===== src/rtl/uart_rx_cmd_ctrl_if.sv =====
// Handshake bundle between the UART RX path, the command sequencer and the reg-file/ALU side.
// The slave modport is the sequencer; the master modport is whatever feeds it bytes and ALU status.
interface uart_rx_cmd_ctrl_if #(
  parameter int DATA_WD = 8,
  parameter int ADDR_WD = 4
);
  logic [DATA_WD-1:0] rx_p_data;
  logic               rx_d_vld;
  logic               rx_frm_err;
  logic               alu_out_vld;
  logic               rf_wr_en;
  logic               rf_rd_en;
  logic [ADDR_WD-1:0] rf_addr;
  logic [DATA_WD-1:0] rf_wr_data;
  logic               alu_en;
  logic [3:0]         alu_fun;
  logic               clk_gate_en;
  logic               cmd_busy;
  logic               cmd_err;

  modport master (
    output rx_p_data, rx_d_vld, rx_frm_err, alu_out_vld,
    input  rf_wr_en, rf_rd_en, rf_addr, rf_wr_data, alu_en, alu_fun,
           clk_gate_en, cmd_busy, cmd_err
  );

  modport slave (
    input  rx_p_data, rx_d_vld, rx_frm_err, alu_out_vld,
    output rf_wr_en, rf_rd_en, rf_addr, rf_wr_data, alu_en, alu_fun,
           clk_gate_en, cmd_busy, cmd_err
  );
endinterface


===== src/rtl/uart_rx_cmd_ctrl.sv =====
// Command sequencer behind the UART receiver: parses write/read/ALU frames into reg-file and ALU strobes.
// Optional inter-byte timeout is enabled with the RX_TIMEOUT_EN macro (TIMEOUT_WD/TIMEOUT_VAL exist only then).
module uart_rx_cmd_ctrl #(
  parameter int DATA_WD = 8,
  parameter int ADDR_WD = 4
`ifdef RX_TIMEOUT_EN
  ,
  parameter int TIMEOUT_WD  = 16,
  parameter int TIMEOUT_VAL = 5000
`endif
) (
  input logic              clk,
  input logic              rst,
  uart_rx_cmd_ctrl_if.slave bus
);

  typedef enum logic [3:0] {
    ST_IDLE     = 4'd0,
    ST_WR_ADDR  = 4'd1,
    ST_WR_DATA  = 4'd2,
    ST_RD_ADDR  = 4'd3,
    ST_OPA      = 4'd4,
    ST_OPB      = 4'd5,
    ST_FUN      = 4'd6,
    ST_ALU_WAIT = 4'd7
  } state_t;

  localparam logic [DATA_WD-1:0] CMD_WR     = DATA_WD'(8'hAA);
  localparam logic [DATA_WD-1:0] CMD_RD     = DATA_WD'(8'hBB);
  localparam logic [DATA_WD-1:0] CMD_ALU_OP = DATA_WD'(8'hCC);
  localparam logic [DATA_WD-1:0] CMD_ALU_NO = DATA_WD'(8'hDD);
  localparam logic [ADDR_WD-1:0] ADDR_OPA   = {ADDR_WD{1'b0}};
  localparam logic [ADDR_WD-1:0] ADDR_OPB   = {{(ADDR_WD-1){1'b0}}, 1'b1};

  state_t             state;
  logic               rf_wr_en;
  logic               rf_rd_en;
  logic [ADDR_WD-1:0] rf_addr;
  logic [DATA_WD-1:0] rf_wr_data;
  logic               alu_en;
  logic [3:0]         alu_fun;
  logic               clk_gate_en;
  logic               cmd_busy;
  logic               cmd_err;

  logic byte_ok;
  logic in_frame;
  logic tmo_hit;

  // A frame error always wins over a byte presented in the same cycle.
  assign byte_ok  = bus.rx_d_vld & ~bus.rx_frm_err;
  assign in_frame = (state == ST_WR_ADDR) || (state == ST_WR_DATA) || (state == ST_RD_ADDR) ||
                    (state == ST_OPA)     || (state == ST_OPB)     || (state == ST_FUN);

`ifdef RX_TIMEOUT_EN
  logic [TIMEOUT_WD-1:0] tmo_cnt;

  assign tmo_hit = (tmo_cnt == TIMEOUT_WD'(TIMEOUT_VAL - 1));

  // Inter-byte idle counter; only runs while a partial frame is pending.
  always_ff @(posedge clk or posedge rst) begin
    if (rst) begin
      tmo_cnt <= {TIMEOUT_WD{1'b0}};
    end else if (byte_ok || !in_frame || tmo_hit) begin
      tmo_cnt <= {TIMEOUT_WD{1'b0}};
    end else begin
      tmo_cnt <= tmo_cnt + {{(TIMEOUT_WD-1){1'b0}}, 1'b1};
    end
  end
`else
  assign tmo_hit = 1'b0;
`endif

  // Frame-parsing state machine with all outputs registered alongside the state.
  always_ff @(posedge clk or posedge rst) begin
    if (rst) begin
      state       <= ST_IDLE;
      rf_wr_en    <= 1'b0;
      rf_rd_en    <= 1'b0;
      rf_addr     <= {ADDR_WD{1'b0}};
      rf_wr_data  <= {DATA_WD{1'b0}};
      alu_en      <= 1'b0;
      alu_fun     <= 4'd0;
      clk_gate_en <= 1'b0;
      cmd_busy    <= 1'b0;
      cmd_err     <= 1'b0;
    end else begin
      rf_wr_en <= 1'b0;
      rf_rd_en <= 1'b0;
      alu_en   <= 1'b0;
      cmd_err  <= 1'b0;
      if (in_frame && (bus.rx_frm_err || (!bus.rx_d_vld && tmo_hit))) begin
        state       <= ST_IDLE;
        cmd_busy    <= 1'b0;
        clk_gate_en <= 1'b0;
        cmd_err     <= 1'b1;
      end else begin
        case (state)
          ST_IDLE: begin
            if (byte_ok) begin
              case (bus.rx_p_data)
                CMD_WR: begin
                  state    <= ST_WR_ADDR;
                  cmd_busy <= 1'b1;
                end
                CMD_RD: begin
                  state    <= ST_RD_ADDR;
                  cmd_busy <= 1'b1;
                end
                CMD_ALU_OP: begin
                  state       <= ST_OPA;
                  cmd_busy    <= 1'b1;
                  clk_gate_en <= 1'b1;
                end
                CMD_ALU_NO: begin
                  state       <= ST_FUN;
                  cmd_busy    <= 1'b1;
                  clk_gate_en <= 1'b1;
                end
                default: begin
                  cmd_err <= 1'b1;
                end
              endcase
            end else begin
              state <= ST_IDLE;
            end
          end
          ST_WR_ADDR: begin
            if (byte_ok) begin
              rf_addr <= bus.rx_p_data[ADDR_WD-1:0];
              state   <= ST_WR_DATA;
            end else begin
              state <= ST_WR_ADDR;
            end
          end
          ST_WR_DATA: begin
            if (byte_ok) begin
              rf_wr_data <= bus.rx_p_data;
              rf_wr_en   <= 1'b1;
              state      <= ST_IDLE;
              cmd_busy   <= 1'b0;
            end else begin
              state <= ST_WR_DATA;
            end
          end
          ST_RD_ADDR: begin
            if (byte_ok) begin
              rf_addr  <= bus.rx_p_data[ADDR_WD-1:0];
              rf_rd_en <= 1'b1;
              state    <= ST_IDLE;
              cmd_busy <= 1'b0;
            end else begin
              state <= ST_RD_ADDR;
            end
          end
          ST_OPA: begin
            if (byte_ok) begin
              rf_addr    <= ADDR_OPA;
              rf_wr_data <= bus.rx_p_data;
              rf_wr_en   <= 1'b1;
              state      <= ST_OPB;
            end else begin
              state <= ST_OPA;
            end
          end
          ST_OPB: begin
            if (byte_ok) begin
              rf_addr    <= ADDR_OPB;
              rf_wr_data <= bus.rx_p_data;
              rf_wr_en   <= 1'b1;
              state      <= ST_FUN;
            end else begin
              state <= ST_OPB;
            end
          end
          ST_FUN: begin
            if (byte_ok) begin
              alu_fun <= bus.rx_p_data[3:0];
              alu_en  <= 1'b1;
              state   <= ST_ALU_WAIT;
            end else begin
              state <= ST_FUN;
            end
          end
          ST_ALU_WAIT: begin
            // Bytes here are never part of a frame; they are dropped and flagged even as the ALU completes.
            if (byte_ok) begin
              cmd_err <= 1'b1;
            end else begin
              cmd_err <= 1'b0;
            end
            if (bus.alu_out_vld) begin
              state       <= ST_IDLE;
              cmd_busy    <= 1'b0;
              clk_gate_en <= 1'b0;
            end else begin
              state <= ST_ALU_WAIT;
            end
          end
          default: begin
            state       <= ST_IDLE;
            rf_addr     <= {ADDR_WD{1'b0}};
            rf_wr_data  <= {DATA_WD{1'b0}};
            alu_fun     <= 4'd0;
            clk_gate_en <= 1'b0;
            cmd_busy    <= 1'b0;
          end
        endcase
      end
    end
  end

  assign bus.rf_wr_en    = rf_wr_en;
  assign bus.rf_rd_en    = rf_rd_en;
  assign bus.rf_addr     = rf_addr;
  assign bus.rf_wr_data  = rf_wr_data;
  assign bus.alu_en      = alu_en;
  assign bus.alu_fun     = alu_fun;
  assign bus.clk_gate_en = clk_gate_en;
  assign bus.cmd_busy    = cmd_busy;
  assign bus.cmd_err     = cmd_err;

endmodule


===== src/flat_wrapper.sv =====
// flat-port wrapper written by rule: the top's interface ports become plain ports
module uart_rx_cmd_ctrl_flat 
#(
  parameter int DATA_WD = 8,
  parameter int ADDR_WD = 4

)
  (clk, rst, bus_rx_p_data, bus_rx_d_vld, bus_rx_frm_err, bus_alu_out_vld, bus_rf_wr_en, bus_rf_rd_en, bus_rf_addr, bus_rf_wr_data, bus_alu_en, bus_alu_fun, bus_clk_gate_en, bus_cmd_busy, bus_cmd_err);
  uart_rx_cmd_ctrl_if #(.DATA_WD(DATA_WD), .ADDR_WD(ADDR_WD)) bus_i ();
  input logic clk;
  input logic rst;
  input wire logic [$bits(bus_i.rx_p_data)-1:0] bus_rx_p_data;
  input wire logic [$bits(bus_i.rx_d_vld)-1:0] bus_rx_d_vld;
  input wire logic [$bits(bus_i.rx_frm_err)-1:0] bus_rx_frm_err;
  input wire logic [$bits(bus_i.alu_out_vld)-1:0] bus_alu_out_vld;
  output wire logic [$bits(bus_i.rf_wr_en)-1:0] bus_rf_wr_en;
  output wire logic [$bits(bus_i.rf_rd_en)-1:0] bus_rf_rd_en;
  output wire logic [$bits(bus_i.rf_addr)-1:0] bus_rf_addr;
  output wire logic [$bits(bus_i.rf_wr_data)-1:0] bus_rf_wr_data;
  output wire logic [$bits(bus_i.alu_en)-1:0] bus_alu_en;
  output wire logic [$bits(bus_i.alu_fun)-1:0] bus_alu_fun;
  output wire logic [$bits(bus_i.clk_gate_en)-1:0] bus_clk_gate_en;
  output wire logic [$bits(bus_i.cmd_busy)-1:0] bus_cmd_busy;
  output wire logic [$bits(bus_i.cmd_err)-1:0] bus_cmd_err;
  assign bus_i.rx_p_data = bus_rx_p_data;
  assign bus_i.rx_d_vld = bus_rx_d_vld;
  assign bus_i.rx_frm_err = bus_rx_frm_err;
  assign bus_i.alu_out_vld = bus_alu_out_vld;
  assign bus_rf_wr_en = bus_i.rf_wr_en;
  assign bus_rf_rd_en = bus_i.rf_rd_en;
  assign bus_rf_addr = bus_i.rf_addr;
  assign bus_rf_wr_data = bus_i.rf_wr_data;
  assign bus_alu_en = bus_i.alu_en;
  assign bus_alu_fun = bus_i.alu_fun;
  assign bus_clk_gate_en = bus_i.clk_gate_en;
  assign bus_cmd_busy = bus_i.cmd_busy;
  assign bus_cmd_err = bus_i.cmd_err;
  uart_rx_cmd_ctrl #(.DATA_WD(DATA_WD), .ADDR_WD(ADDR_WD)) u_core (.clk(clk), .rst(rst), .bus(bus_i));
endmodule

===== config.mk =====
export PLATFORM = sky130hd
export DESIGN_NAME = uart_rx_cmd_ctrl_flat
export DESIGN_NICKNAME = d
export VERILOG_FILES = /design/src/rtl/uart_rx_cmd_ctrl_if.sv /design/src/rtl/uart_rx_cmd_ctrl.sv /design/src/flat_wrapper.sv
export SDC_FILE = /design/constraint.sdc
export NUM_CORES = 1
export LEC_CHECK = 0
export ABC_AREA = 1
export ABC_CLOCK_PERIOD_IN_PS = 1200
export BUFFER_PORTS_ARGS = -buffer_cell sky130_fd_sc_hd__buf_2
export CAP_MARGIN = 0
export CORE_UTILIZATION = 46
export DETAILED_ROUTE_END_ITERATION = 8
export MAX_ROUTING_LAYER = met4
export PLACE_DENSITY = 0.85
export SYNTH_ARGS = -nofsm -noshare
export SYNTH_HDL_FRONTEND = slang
export SYNTH_SLANG_ARGS = --single-unit

===== constraint.sdc =====
create_clock -name clk -period 1.2 [get_ports clk]
set_clock_uncertainty 0.05 [all_clocks]
set_input_delay 0.3 -clock clk [delete_from_list [all_inputs] [get_ports clk]]
set_output_delay 0.3 -clock clk [all_outputs]
set_load 0.02 [all_outputs]

# Word level (Yosys, flattened, before mapping)
# Index checks and enable logic that the tools add are counted.
[totals]
memories = 0
ram_bits = 0
inputBits = 13
output_inout_bits = 22
rom_bits = 0
wordCells = 101
latch_bits = 0
reg_bits = 26
[classes]
reduce_logical = 22
bitwise = 6
magnitude_cmp = 0
div_mod_pow = 0
mux = 39
eq_ne = 24
n_addsub = 0
shift = 0
multipliers = 0
[op_table]
columns = ["operator", "n"]
rows = [
  ["== test 8 bit, second input constant", 4],
  ["one-hot mux 4 bit (4 select lines)", 2],
  ["one-hot mux 4 bit (8 select lines)", 1],
  ["2-to-1 mux 1 bit", 20],
  ["2-to-1 mux 4 bit", 5],
  ["== test 4 x 3 -> 1 bit, second input constant", 4],
  ["one-hot mux 8 bit (2 select lines)", 1],
  ["!= test 2 x 1 -> 1 bit, second input constant", 7],
  ["OR reduction 4 bit", 3],
  ["AND reduction 5 bit", 2],
  ["!= test 3 x 2 -> 1 bit, second input constant", 3],
  ["== test 4 x 2 -> 1 bit, second input constant", 2],
  ["2-to-1 mux 2 bit", 4],
  ["2-to-1 mux 8 bit", 1],
  ["one-hot mux 4 bit (2 select lines)", 1],
  ["!= test 7 bit, second input constant", 1],
  ["OR reduction 7 bit", 1],
  ["!= test 3 x 1 -> 1 bit, second input constant", 2],
  ["AND reduction 3 bit", 2],
  ["OR reduction 2 bit", 3],
  ["OR reduction 6 bit", 1],
  ["logical OR 1 bit", 5],
  ["inverter 1 bit", 5],
  ["OR reduction 5 bit", 1],
  ["other kinds (10)", 10],
]

# Longest topological paths before layout
# Gate-level depths: netlist of run 1.
[depth]
word_depth = 9
depth_mapped = 9
depth_no_buf = 9

# Worst setup path after synthesis of run 1
# Ideal clock, no wire load.
[synth_timing]
kind = "register to register"
from = "reg u_core.state[2]"
to = "reg u_core.rf_wr_data[6] (netlist: u_core.bus.rf_wr_data[6])"
t_arrival_ps = 1058
stages_incl_launch_ff = 9
path_slack_ps = -27
period_less_slack_ps = 1227
t_required_ps = 1031
n_path_buf = 2
setup_time_ps = 119
path_cell_list = "dfrtp_1 buf_6 nand2_2 inv_2 a21oi_2 nand2_2 buf_6 nand2_2 o21ai_2"
[synth_via]
elab_chain_cells = 9
elab_cells_between_ends = 21
cone_classes = "eq/ne (8); mux (1); bitwise (2); reduce/logical (10)"
[synth_rtl]
columns = ["item", "line_no", "rtl"]
rows = [
  ["start: declaration", "uart_rx_cmd_ctrl.sv:35", "state_t state;"],
  ["start signal: assignment", "uart_rx_cmd_ctrl.sv:77", "state <= ST_IDLE;"],
  ["start signal: assignment", "uart_rx_cmd_ctrl.sv:93", "state <= ST_IDLE;"],
  ["start signal: assignment", "uart_rx_cmd_ctrl.sv:103", "state <= ST_WR_ADDR;"],
  ["== test 4 x 1 -> 1 bit or == test 4 x 2 -> 1 bit (tied branches)", "uart_rx_cmd_ctrl.sv:52, uart_rx_cmd_ctrl.sv:98", ""],
  ["logical OR 1 bit (3 in series)", "uart_rx_cmd_ctrl.sv:52", "assign in_frame = (state == ST_WR_ADDR) || (state == ST_WR_DATA) || (state == ST_RD_ADDR) ||"],
  ["logical OR 1 bit (2 in series)", "uart_rx_cmd_ctrl.sv:53", "(state == ST_OPA) || (state == ST_OPB) || (state == ST_FUN);"],
  ["logical AND 1 bit", "uart_rx_cmd_ctrl.sv:92", "if (in_frame && (bus.rx_frm_err || (!bus.rx_d_vld && tmo_hit))) begin"],
  ["inverter 1 bit (no line)", "--", ""],
  ["AND reduction 3 bit (no line)", "--", ""],
  ["end signal: assignment", "uart_rx_cmd_ctrl.sv:81", "rf_wr_data <= {DATA_WD{1'b0}};"],
  ["end signal: assignment", "uart_rx_cmd_ctrl.sv:138", "rf_wr_data <= bus.rx_p_data;"],
  ["end signal: assignment", "uart_rx_cmd_ctrl.sv:159", "rf_wr_data <= bus.rx_p_data;"],
  ["end: declaration", "uart_rx_cmd_ctrl.sv:39", "logic [DATA_WD-1:0] rf_wr_data;"],
]
# Several ways; a longest one is shown, not always the timed one.
# A chain may end at the register's enable or synchronous reset.

# Worst setup path after layout of run 1
[layout_timing]
from = "reg u_core.state[0]"
to = "reg u_core.state[0]"
[layout_via]
elab_chain_cells = 8
elab_cells_between_ends = 17
cone_classes = "eq/ne (8); mux (2); reduce/logical (7)"
[layout_rtl]
columns = ["item", "line_no"]
rows = [
  ["== test 4 x 1 -> 1 bit or == test 4 x 2 -> 1 bit (tied branches)", "uart_rx_cmd_ctrl.sv:52, uart_rx_cmd_ctrl.sv:98"],
  ["logical OR 1 bit (3 in series)", "uart_rx_cmd_ctrl.sv:52"],
  ["logical OR 1 bit (2 in series)", "uart_rx_cmd_ctrl.sv:53"],
  ["logical AND 1 bit", "uart_rx_cmd_ctrl.sv:92"],
  ["!= test 7 bit (no line) or 2-to-1 mux 4 bit (tied branches)", "--"],
]
# Several ways; a longest one is shown, not always the timed one.

==> run metrics, run 1 <==
area of placed instances=1654 µm²; Die Area=3043 µm²; Setup WS pre-CTS=-0.1494 ns; number of standard cells in the final layout excluding fillers=between 200 and 300; worst-case clock buffer depth=2; number of antenna diodes=0; residual DRC count=0; library cell used as clock root buffer=clkbuf_4; WL met1=1729 µm; routed wire length=4517 µm; sequential cell area=approximately 630 µm²; maxcap violations=0; final critical-path setup slack=-0.1859 ns; setup repair after global routing missed its margin=yes; Routability Congestion=0.9214; maximum fanout along the worst path=6; largest area contributor in the netlist=dfrtp_1; Tightest Hold Check Type=primary input to flop; clock tree from TritonCTS=yes; post-synthesis instance area=about 1300 µm²; total met3 wirelength after detailed routing=263 µm; type of origin of the critical path=flop; first-pass iteration count of the detailed router=4; proportion of synthesized chip area in sequential cells=0.4812; setup slack of the most critical reg-to-reg path=-0.19 ns; headroom to the max-slew limit=0.7846; DIE HEIGHT=around 55 µm; worst-margin pin slew=around 0.32 ns; fraction of synthesized cell area taken by the top area cell type=0.4812; drt via density=5.606; drt first-iter violations=59; horizontal die dimension=55.16 µm; status=finished, violations left; worst endpoint data arrival time=1.61 ns; area of the core=between 2000 and 3000 µm²; source-to-sink clock delay at the later pin of the worst-skew pair=0.33 ns; Critical Path End Type=flop; total routing usage reported by global routing=0.2940; Achievable Freq=721.5 MHz; highest routing layer actually used=met4; clock-pin slew of the registers on the worst-case setup and hold paths=roughly 0.16 ns; power per cell area=~2100 nW/µm²; number of buffers created by CTS=3; number of global-route vias before repair=1,288; total chip power=4.581 mW; Synthesis Warnings=0; area overhead of the layout relative to synthesis=64.10%; number of storage elements in the synthesis netlist=25; mean post-synth cell area=8.280 µm²; number of rows created at floorplan=18; Gate Count Post-Synth=157; violated checks=setup timing; final setup vio count=43; area of the multi-input gates=639.4 µm²; final hold violations=0; number of buffers inserted by port buffering=34; via count=1,508; Period minus WS final=1.386 ns; class of the most critical setup path=flop to flop; first-pass GRT wire length=5927 µm; Layout Cell Area excl Fill=2133 µm²; routed length per placed instance=16.79 µm; routed wl met2=around 2300 µm; layout filler cell count=146; largest net degree at the start of global routing=26; starting utilization of the core area=0.5063; global route total overflow=0; Sink Count=25; max-slew violation total from the final report=0; number of H-tree branching levels=1; final cycle utilization of the critical path=1.155; DRT antenna net count=0; endpoint required time on the critical path=1.43 ns; leakage=approximately 1.2 nW; final-layout setup total negative slack=-3.161 ns; fraction of final layout cells sized beyond drive strength 1=0.5732; number of nets at the end of the flow=253; num ports=35; number of cells in the design after placement=242; distinct cell type count after synthesis=23; number of antenna violations at the first check in global routing=0; syn nets=170; Worst IR Drop VDD=between 1.5 and 2 mV; half-perimeter wire length after detailed placement=2129 µm; leading cell types by total area after synthesis=dfrtp_1 (48%), nand2_1 (12%), inv_1 (5.8%)
[layer usage]
layer  track usage  up-vias
met2        0.4920       87
met1        0.3533      740
li1              -      658
met4        0.1208        0
met3       0.04372       23
met5             -        -
[flip-flops by register name (all words and copies together) (netlist names), 3 cells and up]
signal	flops
u_core.state	3
u_core.bus.alu_fun	4
u_core.bus.rf_wr_data	8
u_core.bus.rf_addr	4
[critical path, cell delays in order (launching register included)]
cell	delay, ns
dfrtp_2	0.52
nor2_4	0.18
nand2_4	0.10
nor2_4	0.14
nand2_1	0.10
nand2_1	0.10
nand2_1	0.06
nor2_1	0.08
[synth_stat cells]
cell	n
nor2_2	1
inv_2	5
nand2_1	40
o21ai_0	4
nor2_1	10
o21bai_1	1
o2111ai_1	1
nand3_1	12
nor3_2	1
o21ai_1	4
buf_6	3
nand3_2	2
o21ai_2	6
nand2_4	1
a21oi_2	2
nor3_1	3
dfrtp_1	25
nor2_4	2
a21oi_1	2
o22ai_1	3
nand2_2	8
inv_1	20
clkinv_4	1
[cells in the final DEF (no fill, tap or decap)]
cell	synthesis	final
buf_4	0	40
inv_1	20	18
clkinv_4	1	1
nor3_1	3	1
nand2_1	40	33
a21oi_4	0	1
o21bai_1	1	1
inv_2	5	4
dfrtp_2	0	3
nor2_4	2	4
dfrtp_1	25	22
o21ai_0	4	3
o2111ai_1	1	1
o22ai_1	3	3
o21ai_1	4	4
inv_4	0	3
nand3_2	2	7
nand3_1	12	7
nand2_2	8	12
inv_6	0	1
nand2_4	1	4
clkbuf_4	0	3
nor3_2	1	3
nor2_1	10	8
o21ai_2	6	7
buf_6	3	28
nor2_2	1	1
buf_2	0	12
a21oi_2	2	3
dlygate4sd3_1	0	1
[stage by stage]
stage | hold WS [ns] | utilization
finish | 0.1752 | 0.8309
global route | 0.1589 | 0.8309
CTS | 0.1457 | 0.7705
detailed placement | 0.3388 | 0.6443
global placement | 0.3156 | 0.6443
floorplan | 0.2773 | -
[cell families after synthesis]
logic type / Yosys count / share of synthesized area
and+or+nand+nor: 80 / 0.2945
AOI/OAI and AO/OA: 23 / 0.1194
DFF: 25 / 0.4812
buffers and inverters: 29 / 0.1049
[final cells by class]
class                           instances  share of cell area
Clock buffer                            3             0.01056
Clock inverter                          1            0.004106
Inverter                               26             0.05161
Multi-Input combinational cell        103              0.2997
Sequential cell                        25              0.2950
Tap cell                               30             0.01760
Timing Repair Buffer                   81              0.3214
[path summary, 6_finish.rpt]
kind                                   startpoint                  endpoint  cells past startpoint
max                               u_core.state[0]           u_core.state[0]                      7
min                              bus_rx_p_data[7]  u_core.bus.rf_wr_data[7]                      3
max reg2reg                       u_core.state[0]           u_core.state[0]                      7
min reg2reg                u_core.bus.clk_gate_en    u_core.bus.clk_gate_en                      2
max in group asynchronous                     rst           u_core.state[2]                      4
min in group asynchronous                     rst  u_core.bus.rf_wr_data[0]                      4
[power by group]
part | internal, mW | total [mW] | switching (mW)
registers | 1.13 | 1.41 | 0.279
clock network | 0.137 | 0.434 | 0.298
logic | 1.37 | 2.74 | 1.37
[timing repair]
| action | in CTS | in global routing |
|---|---|---|
| hold buffers | 1 | 0 |
| endpoints found under the hold margin | 25 | 0 |
| endpoints found under the setup margin | 41 | 44 |
| pin swaps | 6 | 10 |
| setup buffers | 13 | 9 |
| resized for setup | 61 | 23 |
(Power assumes the default switching activity.)
==> run 2: changes to the inputs <==
--- a/config.mk
+++ b/config.mk
@@ -5,14 +5,14 @@
 export SDC_FILE = /design/constraint.sdc
 export NUM_CORES = 1
 export LEC_CHECK = 0
-export ABC_AREA = 1
+export ABC_AREA = 0
 export ABC_CLOCK_PERIOD_IN_PS = 1200
 export BUFFER_PORTS_ARGS = -buffer_cell sky130_fd_sc_hd__buf_2
 export CAP_MARGIN = 0
-export CORE_UTILIZATION = 46
+export CORE_UTILIZATION = 45
 export DETAILED_ROUTE_END_ITERATION = 8
 export MAX_ROUTING_LAYER = met4
-export PLACE_DENSITY = 0.85
+export PLACE_DENSITY = 0.84
 export SYNTH_ARGS = -nofsm -noshare
 export SYNTH_HDL_FRONTEND = slang
 export SYNTH_SLANG_ARGS = --single-unit
==> run 2 against run 1 <==
Compared with the run above:
- the flow still finishes with violations (setup timing)
- sequential share of layout area fell by 0.14 points
- combinational power fell by 21%
- register-to-register slack got worse by 0.23 ns
- maximum frequency fell by 14%
- final cell count fell by 16%
- design area rose by 0.47%
- clock power fell by 9.0%
- largest power group unchanged
==> run metrics, run 2 <==
status=finished, violations left; violated checks=setup timing; maximum fanout along the worst path=4 (-2); first element of the critical path=u_core.state[1]; clock tree from TritonCTS=yes; number of flip-flops under the largest register name=8 (unchanged); number of global-route vias before repair=1,237 (-4.0%); worst-case clock buffer depth=2 (unchanged); largest net degree at the start of global routing=26 (unchanged); leakage=1.123 nW (-3.2%); proportion of synthesized chip area in sequential cells=0.5076 (+0.02638); mean post-synth cell area=11.20 µm² (+35%); class of the most critical setup path=flop to flop; met2 track utilization from global routing=0.4756 (-0.01636); post-synthesis instance area=1232 µm² (-5.2%); top cells by count, synth=dfrtp_1 (25), mux2_2 (13), nand2_1 (12), a21oi_1 (5), o21ai_0 (5); total routing usage reported by global routing=0.2784 (-0.01560); Critical Path End Type=flop; highest-delay cell along the critical path=dfrtp_2; final critical-path setup slack=-0.4179 ns (-0.2320 ns); DIE HEIGHT=54.33 µm (-1.5%); total chip power=3.875 mW (-15%); largest area contributor in the netlist=dfrtp_1; number of storage elements in the synthesis netlist=25 (unchanged); final setup vio count=45 (+4.7%); area of the core=2522 µm² (-1.8%); routing layer with the top usage in global route=met2; number of nets at the end of the flow=210 (-17%); internal power=2.409 mW (-8.6%); number of buffers inserted by port buffering=34 (unchanged); GR met3 Demand/Resource=0.08056 (+0.03684); global route total overflow=0 (unchanged); worst reg2reg path startpoint=u_core.state[1]; distinct cell type count after synthesis=40 (+74%); Routability Congestion=0.8725 (-5.3%); drt via density=5.947 (+6.1%); Period minus WS final=1.618 ns (+0.2320 ns); Tightest Hold Check Type=primary input to flop; grt met1 use=0.3120 (-0.04139); horizontal die dimension=54.33 µm (-1.5%); proportion of power drawn by combinational gates=0.560 (-0.038); Layout Cell Area excl Fill=2143 µm² (+0.47%); dominant cell by count in the synthesized netlist=dfrtp_1; family with the most delay on the worst path=simple AND/OR/NAND/NOR gates; half-perimeter wire length after detailed placement=2402 µm (+13%); worst endpoint data arrival time=1.79 ns (+0.18 ns); first-pass GRT wire length=5589 µm (-5.7%); proportion of power drawn by the clock network=0.102 (+0.007); library cell used as clock root buffer=clkbuf_4; CP Cell Sequence=buf_6 -> or3_4 -> nor2_4 -> a32oi_2 -> o211a_1; num ports=35 (unchanged); final hold violations=0 (unchanged); starting utilization of the core area=0.4886 (-0.01774); syn nets=123 (-28%); fraction of power consumed by sequential logic=0.338 (+0.031); most frequent standard cell in the layout excluding fill and tap cells=buf_4; Die Area=2952 µm² (-3.0%); Hold Path Depth=2 (-1); DRT antenna net count=0 (unchanged); maxcap violations=0 (unchanged); most frequent cells in the layout=buf_4 (44), buf_6 (30), dfrtp_1 (22); Sink Count=25 (unchanged); number of rows created at floorplan=18 (unchanged); max-slew violation total from the final report=0 (unchanged); worst-margin pin slew=0.4362 ns (+0.1130 ns); area overhead of the layout relative to synthesis=73.91%; Worst IR Drop VDD=1.752 mV (-12%); number of H-tree branching levels=1 (unchanged); residual DRC count=0 (unchanged); number of synthesized flops with an enable pin=0 (unchanged); end of the worst register-to-register path=u_core.state[2]; number of antenna diodes=0 (unchanged); registers with the highest flip-flop counts=u_core.bus.rf_wr_data x8, u_core.bus.alu_fun x4, u_core.bus.rf_addr x4; critical path's largest stage delay=0.47 ns (-0.05 ns); Worst Reg2Reg Path Length in Cells=5 (-2); type of origin of the critical path=flop; number of antenna violations at the first check in global routing=0 (unchanged); fraction of final layout cells sized beyond drive strength 1=0.6378 (+0.06453); number of buffers created by CTS=3 (unchanged); area of placed instances=1679 µm² (+1.5%); final cycle utilization of the critical path=1.348 (+0.1933); first-pass iteration count of the detailed router=4 (unchanged); worst min-delay path startpoint=bus_rx_p_data[6]; via count=1,344 (-11%); Post-synth top flop=dfrtp_1; number of buffer and inverter instances along the worst setup path=1 (+1); clock-pin slew of the registers on the worst-case setup and hold paths=0.13 ns (-0.03 ns); setup repair after global routing missed its margin=yes; routed wire length=4801 µm (+6.3%); fraction of synthesized cell area taken by the top area cell type=0.5076 (+0.02638); power per cell area=1808 nW/µm² (-16%); share of total power consumed by net switching=0.3784 (-0.04620); source-to-sink clock delay at the later pin of the worst-skew pair=0.34 ns (about the same); worst min-delay path endpoint=u_core.bus.rf_wr_data[6]; setup slack of the most critical reg-to-reg path=-0.42 ns (-0.23 ns); endpoint required time on the critical path=1.38 ns (-0.05 ns); headroom to the max-slew limit=0.7053 (-0.07930); drt first-iter violations=34 (-42%); Switch Pwr=1.466 mW (-25%); routed length per placed instance=21.24 µm (+27%); Synthesis Warnings=0 (unchanged); Gate Count Post-Synth=110 (-30%); leading cell types by total area after synthesis=dfrtp_1 (51%), mux2_2 (12%), nand2_1 (3.7%); Async S/R FF share, synth=1.000 (unchanged); Largest Register=u_core.bus.rf_wr_data; Achievable Freq=618.1 MHz (-14%)
run 2: logic make-up (layout without fill, tap and decap cells):
kind of cell,count (synthesis),count (layout),share of synthesized area
compound gates,25,25,0.1381
buf+inv,9,94,0.03959
mux,14,14,0.1269
xor+xnor,1,1,0.007108
flops,25,25,0.5076
simple gates,36,37,0.1807
run 2: layer usage:
layer	vias up	wire length, µm
met1	675	1787
met5	-	0
li1	575	-
met2	78	2585
met4	0	127
met3	16	302
run 2: power groups by stage:
stage | Sequential [mW] | Clock (mW) | Combinational [mW]
after detailed placement | 1.25 | 0 | 1.40
after global placement | 1.22 | 0 | 1.34
after floorplan | 1.48 | 0 | 0.586
after CTS | 1.27 | 0.375 | 1.85
final | 1.31 | 0.395 | 2.17
after global routing | 1.33 | 0.437 | 2.28
run 2: through the flow:
stage	utilization	cells	hold WS (ns)	setup WS [ns]	setup TNS, ns
6_report	0.8497	226	0.1975	-0.4179	-8.133
5_1_grt	0.8497	226	0.1836	-0.4398	-9.546
4_1_cts	0.7966	218	0.2033	-0.3125	-5.422
3_5_place_dp	0.6657	201	0.3225	-0.3805	-7.528
3_3_place_gp	0.6657	201	0.2994	-0.3126	-6.233
2_1_floorplan	-	110	0.2773	-0.2285	-3.291
run 2: worst register-to-register path: stages (launching register included):
cell     delay, ns
dfrtp_2       0.47
buf_6         0.14
or3_4         0.40
nor2_4        0.18
a32oi_2       0.10
o211a_1       0.17
run 2: cell type report:
type	instances	area [µm²]
Inverter	3	15.01
Timing Repair Buffer	87	738.2
Tap cell	30	37.54
Multi-Input combinational cell	77	696.9
Clock buffer	4	26.28
Fill cell	122	379.1
Sequential cell	25	629.4
run 2: repair_timing:
action	CTS	global route
pin swaps	7	10
hold buffers	1	0
setup endpoints to repair	45	45
gates resized for setup	62	22
hold endpoints to repair	25	0
setup buffers	11	9
cloned	1	0
run 2: how the worst max path moves through the flow:
stage / slack, ns / to / cells after the start
6_report: -0.42 / u_core.state[2] / 5
5_1_grt: -0.44 / u_core.state[2] / 5
4_1_cts: -0.31 / u_core.state[0] / 5
3_5_place_dp: -0.38 / u_core.bus.rf_wr_data[4] / 4
3_3_place_gp: -0.31 / u_core.bus.cmd_err / 4
2_1_floorplan: -0.23 / u_core.bus.alu_fun[0] / 5
